[config.mk]
export PLATFORM = sky130hd
export DESIGN_NAME = mem_copy_master_flat
export DESIGN_NICKNAME = d
export VERILOG_FILES = /design/src/rtl/mem_copy_master_if.sv /design/src/rtl/mem_copy_master.sv /design/src/flat_wrapper.sv
export SDC_FILE = /design/constraint.sdc
export NUM_CORES = 1
export LEC_CHECK = 0
export ABC_AREA = 1
export BUFFER_PORTS_ARGS = -buffer_cell sky130_fd_sc_hd__buf_2
export CAP_MARGIN = 20
export CORE_UTILIZATION = 50
export CTS_CLUSTER_DIAMETER = 80
export DETAILED_ROUTE_END_ITERATION = 8
export PLACE_DENSITY = 0.77
export SYNTH_ARGS = -nofsm -noshare
export SYNTH_HDL_FRONTEND = slang
export SYNTH_SLANG_ARGS = --single-unit
[constraint.sdc]
create_clock -name clk -period 1.34 [get_ports clk]
set_input_delay 0.201 -clock clk [delete_from_list [all_inputs] [get_ports clk]]
set_output_delay 0.201 -clock clk [all_outputs]
set_load 0.01 [all_outputs]
[src/rtl/mem_copy_master_if.sv]
// Bus between an initiator and the lab memory/IO decode.
// Command encodings: MNONE=2'b00, MREAD=2'b01, MWRITE=2'b10.
// Bus ownership: the initiator may start one word only after it has seen
// grant=1 in its request cycle. Once a word has started, it runs to completion
// regardless of grant. read_data is valid in the second of the two MREAD cycles.
interface mem_copy_master_if #(
    parameter int ADDR_W = 9,
    parameter int DATA_W = 16
);
    logic [1:0]        mem_cmd;
    logic [ADDR_W-1:0] mem_addr;
    logic [DATA_W-1:0] write_data;
    logic [DATA_W-1:0] read_data;
    logic              grant;

    modport master (
        output mem_cmd,
        output mem_addr,
        output write_data,
        input  read_data,
        input  grant
    );

    modport slave (
        input  mem_cmd,
        input  mem_addr,
        input  write_data,
        output read_data,
        output grant
    );
endinterface

[src/rtl/mem_copy_master.sv]
// Block copy / constant fill bus initiator for the lab memory bus.
// Every output comes from a register, so nothing passes combinationally from an
// input to an output. In copy mode the write_data register also acts as the
// data buffer: read_data is captured straight into it on the edge that leaves
// RD_DATA, and it is then driven during WR.
module mem_copy_master #(
    parameter int ADDR_W = 9,
    parameter int DATA_W = 16,
    parameter int LEN_W  = 9
) (
    input  logic              clk,
    input  logic              reset,
    input  logic              start,
    input  logic              fill,
    input  logic [ADDR_W-1:0] src,
    input  logic [ADDR_W-1:0] dst,
    input  logic [LEN_W-1:0]  len,
    input  logic [DATA_W-1:0] fill_data,
    input  logic              abort,
    output logic              busy,
    output logic              done,
    output logic [LEN_W-1:0]  words_done,
    output logic [2:0]        dbg_state,
    mem_copy_master_if.master bus
);

    localparam logic [1:0] MNONE  = 2'b00;
    localparam logic [1:0] MREAD  = 2'b01;
    localparam logic [1:0] MWRITE = 2'b10;

    typedef enum logic [2:0] {
        S_IDLE    = 3'd0,
        S_REQ     = 3'd1,
        S_RD_ADDR = 3'd2,
        S_RD_DATA = 3'd3,
        S_WR      = 3'd4,
        S_DONE    = 3'd5
    } state_t;

    state_t            r_state;
    logic              r_fill;
    logic [ADDR_W-1:0] r_src;
    logic [ADDR_W-1:0] r_dst;
    logic [LEN_W-1:0]  r_remain;
    logic [DATA_W-1:0] r_fill_data;
    logic [1:0]        r_mem_cmd;
    logic [ADDR_W-1:0] r_mem_addr;
    logic [DATA_W-1:0] r_write_data;
    logic              r_busy;
    logic              r_done;
    logic [LEN_W-1:0]  r_words_done;

    // Per-word bookkeeping applied on the edge that ends a WR cycle.
    logic [ADDR_W-1:0] w_src_next;
    logic [ADDR_W-1:0] w_dst_next;
    logic [LEN_W-1:0]  w_remain_next;
    logic [LEN_W-1:0]  w_words_next;
    logic              w_last_word;

    assign w_src_next    = r_src + ADDR_W'(1);
    assign w_dst_next    = r_dst + ADDR_W'(1);
    assign w_remain_next = r_remain - LEN_W'(1);
    assign w_words_next  = r_words_done + LEN_W'(1);
    assign w_last_word   = (r_remain == LEN_W'(1));

    assign bus.mem_cmd    = r_mem_cmd;
    assign bus.mem_addr   = r_mem_addr;
    assign bus.write_data = r_write_data;
    assign busy           = r_busy;
    assign done           = r_done;
    assign words_done     = r_words_done;
    assign dbg_state      = r_state;

    // Transfer FSM; outputs are loaded together with the state they belong to.
    always_ff @(posedge clk or negedge reset) begin
        if (!reset) begin
            r_state      <= S_IDLE;
            r_fill       <= 1'b0;
            r_src        <= '0;
            r_dst        <= '0;
            r_remain     <= '0;
            r_fill_data  <= '0;
            r_mem_cmd    <= MNONE;
            r_mem_addr   <= '0;
            r_write_data <= '0;
            r_busy       <= 1'b0;
            r_done       <= 1'b0;
            r_words_done <= '0;
        end else begin
            // done is a single-cycle pulse, only raised on entry to DONE.
            r_done <= 1'b0;

            if (r_state == S_IDLE) begin
                // abort has no meaning here; start alone decides.
                if (start) begin
                    r_fill       <= fill;
                    r_src        <= src;
                    r_dst        <= dst;
                    r_remain     <= len;
                    r_fill_data  <= fill_data;
                    r_words_done <= '0;
                    r_busy       <= 1'b1;
                    r_mem_cmd    <= MNONE;
                    if (len == '0) begin
                        r_state <= S_DONE;
                        r_done  <= 1'b1;
                    end else begin
                        r_state <= S_REQ;
                    end
                end
            end else if (abort) begin
                // A write already on the bus this cycle lands on this edge,
                // so it is counted before dropping back to IDLE.
                if (r_state == S_WR) begin
                    r_src        <= w_src_next;
                    r_dst        <= w_dst_next;
                    r_remain     <= w_remain_next;
                    r_words_done <= w_words_next;
                end
                r_state   <= S_IDLE;
                r_mem_cmd <= MNONE;
                r_busy    <= 1'b0;
            end else begin
                case (r_state)
                    S_REQ: begin
                        if (bus.grant) begin
                            if (r_fill) begin
                                r_state      <= S_WR;
                                r_mem_cmd    <= MWRITE;
                                r_mem_addr   <= r_dst;
                                r_write_data <= r_fill_data;
                            end else begin
                                r_state    <= S_RD_ADDR;
                                r_mem_cmd  <= MREAD;
                                r_mem_addr <= r_src;
                            end
                        end
                    end
                    S_RD_ADDR: begin
                        // Second MREAD cycle keeps the same command and address.
                        r_state <= S_RD_DATA;
                    end
                    S_RD_DATA: begin
                        r_state      <= S_WR;
                        r_mem_cmd    <= MWRITE;
                        r_mem_addr   <= r_dst;
                        r_write_data <= bus.read_data;
                    end
                    S_WR: begin
                        r_src        <= w_src_next;
                        r_dst        <= w_dst_next;
                        r_remain     <= w_remain_next;
                        r_words_done <= w_words_next;
                        r_mem_cmd    <= MNONE;
                        if (w_last_word) begin
                            r_state <= S_DONE;
                            r_done  <= 1'b1;
                        end else begin
                            r_state <= S_REQ;
                        end
                    end
                    S_DONE: begin
                        r_state <= S_IDLE;
                        r_busy  <= 1'b0;
                    end
                    default: begin
                        r_state   <= S_IDLE;
                        r_mem_cmd <= MNONE;
                        r_busy    <= 1'b0;
                    end
                endcase
            end
        end
    end

endmodule

[src/flat_wrapper.sv]
// flat-port wrapper written by rule: the top's interface ports become plain ports
module mem_copy_master_flat 
#(
    parameter int ADDR_W = 9,
    parameter int DATA_W = 16,
    parameter int LEN_W  = 9
)
  (clk, reset, start, fill, src, dst, len, fill_data, abort, busy, done, words_done, dbg_state, bus_mem_cmd, bus_mem_addr, bus_write_data, bus_read_data, bus_grant);
  mem_copy_master_if #(.ADDR_W(ADDR_W), .DATA_W(DATA_W)) bus_i ();
  input  logic clk;
  input  logic reset;
  input  logic start;
  input  logic fill;
  input  logic [ADDR_W-1:0] src;
  input  logic [ADDR_W-1:0] dst;
  input  logic [LEN_W-1:0] len;
  input  logic [DATA_W-1:0] fill_data;
  input  logic abort;
  output logic busy;
  output logic done;
  output logic [LEN_W-1:0] words_done;
  output logic [2:0] dbg_state;
  output wire logic [$bits(bus_i.mem_cmd)-1:0] bus_mem_cmd;
  output wire logic [$bits(bus_i.mem_addr)-1:0] bus_mem_addr;
  output wire logic [$bits(bus_i.write_data)-1:0] bus_write_data;
  input wire logic [$bits(bus_i.read_data)-1:0] bus_read_data;
  input wire logic [$bits(bus_i.grant)-1:0] bus_grant;
  assign bus_mem_cmd = bus_i.mem_cmd;
  assign bus_mem_addr = bus_i.mem_addr;
  assign bus_write_data = bus_i.write_data;
  assign bus_i.read_data = bus_read_data;
  assign bus_i.grant = bus_grant;
  mem_copy_master #(.ADDR_W(ADDR_W), .DATA_W(DATA_W), .LEN_W(LEN_W)) u_core (.clk(clk), .reset(reset), .start(start), .fill(fill), .src(src), .dst(dst), .len(len), .fill_data(fill_data), .abort(abort), .busy(busy), .done(done), .words_done(words_done), .dbg_state(dbg_state), .bus(bus_i));
endmodule
==> results.yml, run 1 <==
place:
  gp_congestion: 0.896
  port_buffers: 105
  place_hpwl_mm: 9.26
  dp_cells: 930
pwr:
  p_total_mw: 16.5
  ir_drop_mv: 1.14
  p_leak_nw: 3.78
  p_per_area_nw_per_um2: 2350
sta:
  tightest_slew_ps: 383
  setup_viol: 87
  max_freq_mhz: 680
  period_share_pct: 110
  timing.hold.ws_ps: 22.2
  period_needed_ps: 1470
  slew_headroom_pct: 74.4
  fin_ws_ps: -131
  rsz0062_at_grt: "true"
  final_hold_viol_count: 0
  fin_skew_ps: 7.33
  slew_violations: 0
synth:
  synth_cell_type_count: 33
  synth_cells: 680
  synth_top_area_share_pct: 43.9
  synthesis.nets: 750
  syn_area_um2: 4840
  synth_ff_type: "dfrtp_1"
  synthTopCellsByArea: "dfrtp_1, nand2_1, nand3_1"
  synth_edf_count: 0
  postSynthAreaPerCell_um2: 7.12
  async_reset_ff_share_pct: 100
  yosysTopAreaCell: "dfrtp_1"
  ys_seq_elements: 85
  synth_warnings: 0
  ys_seq_area_share_pct: 43.9
worst_setup_path:
  crit_buf_inv: 3
  cp_slowest_cell: "dfrtp_2"
  criticalPathCategory: "flop to flop"
  regToRegStartpoint: "u_core.dbg_state[1]"
  slowest_delay_ps: 490
  crit_path_start_kind: "flop"
  cp_top_family: "flip-flops"
  critPathArrivalTime_ps: 1740
  critPathMaxFanout: 8
  crit_chain: "nor2_4, buf_6, o21ai_4, inv_4, buf_12, nand2_2, o21a_1"
  endpoint_kind: "flop"
  critPathLaunch: "u_core.dbg_state[1]"
  crit_required_ps: 1610
worst_hold_path:
  hold_path_startpoint: "fill_data[14]"
  hold_path_class: "input pin to flop"
drt:
  wirelength_mm: 15.7
  drt_iter0_markers: 441
  detail-route-antenna-nets: 0
  drc: 0
  vias: 5326
  wl_per_cell_um: 16.1
  first_pass_iters: 6
  vias_per_cell: 5.46
floorplan:
  dieArea_um2: 10100
  coreArea_um2: 9330
  ios: 106
  die_x_um: 100
  placementRows: 35
  start_util_pct: 51.9
  fp.dieH_um: 100
cts:
  numCtsBuffers: 9
  cts_tree: "built"
  clock_sinks: 85
  cts_root_buf: "clkbuf_8"
  clk-insertion-delay-late_ps: 370
  htree_levels: 3
  path_clk_slew_ps: 100
  cts_buffer_depth: 2
outcome:
  violations: "negative setup slack"
  status: "finished with violations"
cells_and_area:
  fillers: 624
  instances_no_fill: 975
  area_growth_pct: 45.4
  final_common_cell: "nand2_1"
  drive_gt1_share_pct: 38.5
  final_util_pct: 75.5
  finish.net_count: 911
  final_cell_mix: "nand2_1, buf_2, dfrtp_1"
  diodes: 0
job:
  maxCapViolCount: 0
global_route:
  grt_pass1_wl_mm: 22.0
  grt_max_degree: 29
  grt-ovfl-total: 0
  antenna_found_initial: 0
  grt_usage_pct: 27.7
  grt_pass1_vias: 4786
-- worst paths after layout --
check,endpoint,slack (ps),cells past startpoint
worst max-delay path,u_core.r_dst[3],-130,7
worst min-delay path,u_core.r_fill_data[14],20,3
worst max register to register,u_core.r_dst[3],-130,7
worst min register to register,u_core.bus.write_data[12],490,2
max in group asynchronous,u_core.dbg_state[0],550,3
min in group asynchronous,u_core.r_fill_data[0],290,2
-- synthesized netlist by cell type (5+ instances only) --
cell / number
nor2_1: 48
ha_1: 5
nand2_1: 301
a21oi_1: 18
buf_2: 10
dfrtp_1: 85
nor3_1: 6
buf_6: 8
nand3_1: 54
inv_1: 59
buf_4: 7
nand4_1: 13
o21ai_0: 23
-- logic make-up after synthesis --
family / Yosys count / synth area share [%]
flip-flops: 85 / 43.9
buffers and inverters: 92 / 9.20
adder cells (fa/ha/maj): 5 / 1.29
XOR/XNOR: 1 / 0.181
AO/OA/AOI/OAI: 59 / 7.08
AND/OR/NAND/NOR: 438 / 38.3
-- per-layer routing --
layer / up-vias / track usage (%) / wire [um]
met2: 303 / 47.6 / 7750
met3: 66 / 4.04 / 1280
li1: 2471 / - / -
met1: 2486 / 35.1 / 6010
met4: 0 / 11.1 / 661
met5: - / 0 / 0
-- cell type report --
| class | count | area, um2 | share of cell area (%) |
|---|---|---|---|
| Clock buffer | 9 | 124 | 1.76 |
| Timing Repair Buffer | 177 | 1490 | 21.2 |
| Sequential cell | 85 | 2130 | 30.3 |
| Timing Repair inverter | 1 | 6.26 | 0.0889 |
| Tap cell | 129 | 161 | 2.29 |
| Inverter | 64 | 265 | 3.77 |
| Multi-Input combinational cell | 503 | 2760 | 39.2 |
| Clock inverter | 7 | 103 | 1.46 |
-- flip-flops by register name (all words and copies together) (netlist names) --
register               cells
u_core.bus.mem_addr        9
u_core.bus.mem_cmd         2
u_core.bus.write_data     16
u_core.busy                1
u_core.dbg_state           3
u_core.done                1
u_core.r_dst               9
u_core.r_fill              1
u_core.r_fill_data        16
u_core.r_remain            9
u_core.r_src               9
u_core.words_done          9
-- worst register-to-register path, cell delays in order (launching register included) --
cell	delay (ps)
dfrtp_2	490
nor2_4	160
buf_6	130
o21ai_4	100
inv_4	140
buf_12	150
nand2_2	50
o21a_1	150
-- metrics by stage --
step | setup TNS, ps | setup slack (ps) | instance area, um2
after floorplan | 0 | 2.06 | 4850
after global placement | -521 | -32.4 | 5770
after detailed placement | -1950 | -87.5 | 5770
after CTS | -1190 | -68.0 | 6260
after global routing | -10120 | -203 | 7040
final | -5110 | -131 | 7040
-- repair_timing --
action | in CTS | in global routing
pin swaps | 9 | 30
hold buffers | 1 | 0
hold endpoints to repair | 22 | 0
buffers inserted | 7 | 12
gates resized for setup | 46 | 149
cloned | 2 | 9
setup endpoints to repair | 68 | 87
-- power by group --
group / internal (mW) / switching [mW]
Clock: 1.08 / 1.04
Combinational: 4.28 / 5.41
Sequential: 3.65 / 1.06
Power figures use the tool's default switching activity.
==> inputs of run 2 (changes only) <==
Settings changed: ABC_AREA 1 to not set, BUFFER_PORTS_ARGS -buffer_cell sky130_fd_sc_hd__buf_2 to not set, CORE_UTILIZATION 50 to 55, DONT_BUFFER_PORTS set to 1, PLACE_DENSITY 0.77 to 0.73.
==> results.yml, run 2 <==
floorplan:
  ios: 106
  fp.dieH_um: 91.3
  start_util_pct: 56.7
  coreArea_um2: 7730
  placementRows: 32
  dieArea_um2: 8330
  die_x_um: 91.3
synth:
  synth.most_common_cell: "dfrtp_1"
  async_reset_ff_share_pct: 100
  synthesis.nets: 532
  ys_seq_elements: 85
  synth_warnings: 0
  synth_top_area_share_pct: 48.5
  yosysTopAreaCell: "dfrtp_1"
  netlist_top_cells_count: "dfrtp_1, nand2_1, nor2_1, a21oi_1, mux2i_1"
  synthTopCellsByArea: "dfrtp_1, mux2i_1, nand2_1"
  syn_area_um2: 4380
  synth_cells: 462
  postSynthAreaPerCell_um2: 9.49
  synth_cell_type_count: 56
  ys_seq_area_share_pct: 48.5
  synth_ff_type: "dfrtp_1"
  synth_edf_count: 0
outcome:
  violations: "negative hold slack, negative setup slack"
  status: "finished with violations"
worst_setup_path:
  criticalPathCategory: "flop to flop"
  critPathMaxFanout: 4
  crit_buf_inv: 2
  crit_chain: "inv_2, ha_4, or4b_4, buf_4, nor4_4, a21oi_1, o21ai_1"
  critPathArrivalTime_ps: 2180
  endpoint_kind: "flop"
  cp_top_family: "simple AND/OR/NAND/NOR gates"
  slowest_delay_ps: 490
  crit_required_ps: 1610
  cp_slowest_cell: "or4b_4"
  regToRegStartpoint: "u_core.r_remain[1]"
  rrSetupSlack_ps: -570
  critPathLaunch: "u_core.r_remain[1]"
  crit_path_start_kind: "flop"
cells_and_area:
  area_growth_pct: 53.5
  final_util_pct: 87.0
  fillers: 336
  finish.net_count: 658
  final_cell_mix: "dfrtp_1, buf_4, nand2_1"
  diodes: 0
  multi_input_area_um2: 2780
  drive_gt1_share_pct: 47.9
  final_common_cell: "dfrtp_1"
  design_area_um2: 6730
  area.sequential_um2: 2130
sta:
  period_share_pct: 142
  slew_headroom_pct: 62.2
  fin_skew_ps: 15.8
  tightest_slew_ps: 562
  rsz0062_at_grt: "true"
  max_freq_mhz: 524
  fin_ws_ps: -567
  slew_violations: 0
  setup_viol: 86
  final_hold_viol_count: 85
  timing.hold.ws_ps: -485
  period_needed_ps: 1910
global_route:
  grt_max_degree: 86
  antenna_found_initial: 0
  grt-ovfl-total: 0
  grt_pass1_wl_mm: 22.0
  grt_usage_pct: 34.4
  grt_pass1_vias: 4273
drt:
  drc: 0
  detail-route-antenna-nets: 0
  wl_per_cell_um: 25.1
  vias_per_cell: 6.80
  wirelength_mm: 17.4
  vias: 4729
  first_pass_iters: 7
  drt_iter0_markers: 481
pwr:
  ir_drop_mv: 1.35
  p_per_area_nw_per_um2: 2460
  p_total_mw: 16.5
  p_leak_nw: 3.03
place:
  dpl-instance-area_um2: 5140
  gp_congestion: 0.887
  place_hpwl_mm: 7.71
  port_buffers: 0
cts:
  cts_buffer_depth: 2
  clk-insertion-delay-late_ps: 370
  clock_sinks: 85
  numCtsBuffers: 9
  htree_levels: 3
  cts_tree: "built"
  cts_root_buf: "clkbuf_8"
  path_clk_slew_ps: 100
job:
  maxCapViolCount: 0
worst_hold_path:
  hold_path_class: "input pin to async pin"
## run 2: cell types whose count changed in the layout (fill, tap and decap cells not counted), moves of 23 or more
cell           before  now
buf_2             102    0
buf_4              35   66
mux2i_1             0   29
inv_1              55    4
nand2_1           242   44
dlygate4sd3_1       1   26
nand2_2            47   24
nand3_1            48   10
buf_6              12   35
## run 2: where the power goes
part	switching [mW]	internal [mW]
logic	5.04	4.73
clock network	0.995	0.726
registers	1.34	3.70
total	7.37	9.15
## run 2: cells by family (layout without fill, tap and decap cells)
group / count (synthesis) / count (layout) / synth area share, %
AOI/OAI and AO/OA: 115 / 115 / 17.3
xor gates and xnor gates: 4 / 4 / 0.799
adders and majority gates: 5 / 5 / 1.43
buffers and inverters: 36 / 167 / 4.11
DFF: 85 / 85 / 48.5
muxes: 34 / 34 / 7.82
and+or+nand+nor: 183 / 183 / 20.0
## run 2: stage by stage
step	worst slack [ps]	TNS [ps]	hold WS, ps	std cells
2_1_floorplan	-424	-9990	-94.6	462
3_3_place_gp	-361	-16490	-92.3	612
3_5_place_dp	-432	-18410	-92.8	612
4_1_cts	-406	-14820	-474	681
5_1_grt	-571	-25550	-492	695
6_report	-567	-22610	-485	695
## run 2: what timing repair did
item / 4_1_cts / 5_1_grt
pin swaps: 28 / 35
buffers inserted: 30 / 16
endpoints found under the hold margin: 111 / 86
cloned: 3 / 2
setup endpoints to repair: 86 / 87
hold buffers: 25 / 1
resized for setup: 87 / 112
## run 2: path summary, 6_finish.rpt
kind | endpoint | depth (start not counted)
worst min register to register | u_core.r_fill_data[10] | 2
worst min-delay path | u_core.r_remain[6] | 0
worst max register to register | u_core.r_remain[6] | 7
min in group clk | u_core.r_dst[7] | 2
worst max-delay path | u_core.r_remain[6] | 7
max in group asynchronous | u_core.words_done[0] | 0
## run 2: cell type report
type / instances / share of cell area, %
Clock buffer: 12 / 2.16
Sequential cell: 85 / 31.7
Inverter: 6 / 0.335
Multi-Input combinational cell: 341 / 41.3
Clock inverter: 4 / 0.353
Tap cell: 102 / 1.90
Timing Repair Buffer: 145 / 22.2
## run 2: metal layers
layer  GRT usage [%]  up-vias  routed length, um
li1                -     1912                  -
met4            15.6        0               1240
met3            6.20      135               1670
met2            57.8      363               8440
met1            43.5     2319               6100
met5               0        -                  0
==> inputs of run 3 (changes only) <==
Settings changed: PLACE_DENSITY 0.73 to not set, PLACE_DENSITY_LB_ADDON set to 0.15.
==> results.yml, run 3 (synthesis gave the netlist of run 2 again) <==
outcome:
  status: "finished with violations"
  violations: "negative hold slack, negative setup slack"
cts:
  htree_levels: 3
  cts_buffer_depth: 2
  numCtsBuffers: 9
  cts_root_buf: "clkbuf_8"
  clock_sinks: 85
  path_clk_slew_ps: 100
  clk-insertion-delay-late_ps: 380
  hold_buffers: 26
  cts_tree: "built"
worst_setup_path:
  cp_top_family: "compound AO/OA/AOI/OAI gates"
  crit_required_ps: 1600
  crit_chain: "inv_2, ha_4, or4b_4, o211ai_1, o41ai_2, a221o_1"
  crit_path_start_kind: "flop"
  crit_buf_inv: 1
  critPathArrivalTime_ps: 2110
  endpoint_kind: "flop"
  criticalPathCategory: "flop to flop"
  slowest_delay_ps: 500
  cp_slowest_cell: "or4b_4"
  critPathMaxFanout: 4
cells_and_area:
  area_growth_pct: 58.4
  drive_gt1_share_pct: 49.7
  final_cell_mix: "dfrtp_1, buf_4, buf_6"
  final_common_cell: "dfrtp_1"
  finish.net_count: 665
sta:
  final_hold_viol_count: 85
  slew_violations: 0
  fin_skew_ps: 11.8
  tightest_slew_ps: 435
  period_needed_ps: 1840
  rsz0062_at_grt: "true"
  period_share_pct: 138
  timing.hold.ws_ps: -489
  fin_ws_ps: -504
  max_freq_mhz: 542
  setup_viol: 87
  slew_headroom_pct: 70.5
place:
  gp_congestion: 0.847
  place_hpwl_mm: 7.76
  port_buffers: 0
  place_ws_ps: -414
floorplan:
  start_util_pct: 56.7
  fp.dieH_um: 91.3
  ios: 106
  coreArea_um2: 7730
  die_x_um: 91.3
  dieArea_um2: 8330
  placementRows: 32
global_route:
  antenna_found_initial: 1
  grt-ovfl-total: 0
  grt_pass1_wl_mm: 22.6
  grt_usage_pct: 35.2
  grt_max_degree: 86
  met1_usage_pct: 45.6
  grt_pass1_vias: 4359
  grt-busiest-layer: "met2"
  grt_util_met2_pct: 58.1
  use_met3_pct: 7.20
pwr:
  p_per_area_nw_per_um2: 2450
  p_leak_nw: 3.08
  ir_drop_mv: 1.62
worst_hold_path:
  hold_path_class: "input pin to async pin"
drt:
  drt_iter0_markers: 409
  first_pass_iters: 5
  detail-route-antenna-nets: 0
  drc: 0
  wl_per_cell_um: 25.4
  vias_per_cell: 6.82
  vias: 4792
  wirelength_mm: 17.9
job:
  maxCapViolCount: 0
==> run 3: cell types whose count changed in the layout (fill, tap and decap cells not counted), sizes merged <==
| cell | delta |
|---|---|
| clkinvlp | +2 |
| buf | +6 |
| inv | -1 |
| clkinv | +1 |
| clkbuf | -1 |
| diode | +1 |
==> run 3: layout make-up <==
class | instances | area (um2)
clock buffers | 10 | 128
multi-input cells | 341 | 2890
inverters | 6 | 22.5
fillers | 299 | 783
diodes | 1 | 2.50
flip-flops and latches | 85 | 2130
repair buffers | 152 | 1600
well taps | 102 | 128
clock inverters | 6 | 50.0
==> run 3: per-stage QoR <==
| stage | cells | setup TNS, ps | instance area (um2) | util (%) | total power [mW] |
|---|---|---|---|---|---|
| 2_1_floorplan | 462 | -9990 | 4640 | - | 8.77 |
| 3_3_place_gp | 618 | -14540 | 5200 | 67.3 | 10.6 |
| 3_5_place_dp | 618 | -16590 | 5200 | 67.3 | 10.9 |
| 4_1_cts | 687 | -16420 | 6370 | 82.5 | 14.3 |
| 5_1_grt | 703 | -31890 | 6940 | 89.9 | 17.5 |
| 6_report | 703 | -28960 | 6940 | 89.9 | 17.0 |
==> run 3: power breakdown <==
group / internal (mW) / leakage, nW / switching, mW / total [mW]
sequential: 3.70 / 1.01 / 1.58 / 5.28
combinational: 4.94 / 1.99 / 5.00 / 9.94
clock: 0.688 / 0.0827 / 1.08 / 1.77
==> run 3: path summary, 6_finish.rpt <==
| check | from | endpoint | slack (ps) | cells past startpoint |
|---|---|---|---|---|
| max | u_core.r_remain[0] | u_core.r_remain[8] | -500 | 6 |
| min | reset | u_core.bus.mem_addr[0] | -490 | 0 |
| max reg2reg | u_core.r_remain[0] | u_core.r_remain[8] | -500 | 6 |
| min reg2reg | u_core.r_fill_data[0] | u_core.r_fill_data[0] | 510 | 2 |
| max in group asynchronous | reset | u_core.r_dst[4] | 1670 | 0 |
| min in group clk | src[2] | u_core.r_src[2] | 10 | 2 |
==> run 3: what timing repair did <==
item	CTS	global route
setup buffers	26	15
gates resized for setup	111	105
gates cloned	4	2
endpoints found under the setup margin	86	87
endpoints found under the hold margin	112	85
pin swaps	32	49
==> run 3: per-layer routing <==
metal / wire, um / up-vias
li1: - / 1932
met1: 6500 / 2361
met2: 8640 / 384
met3: 1740 / 115
met4: 987 / 0
met5: 0 / -
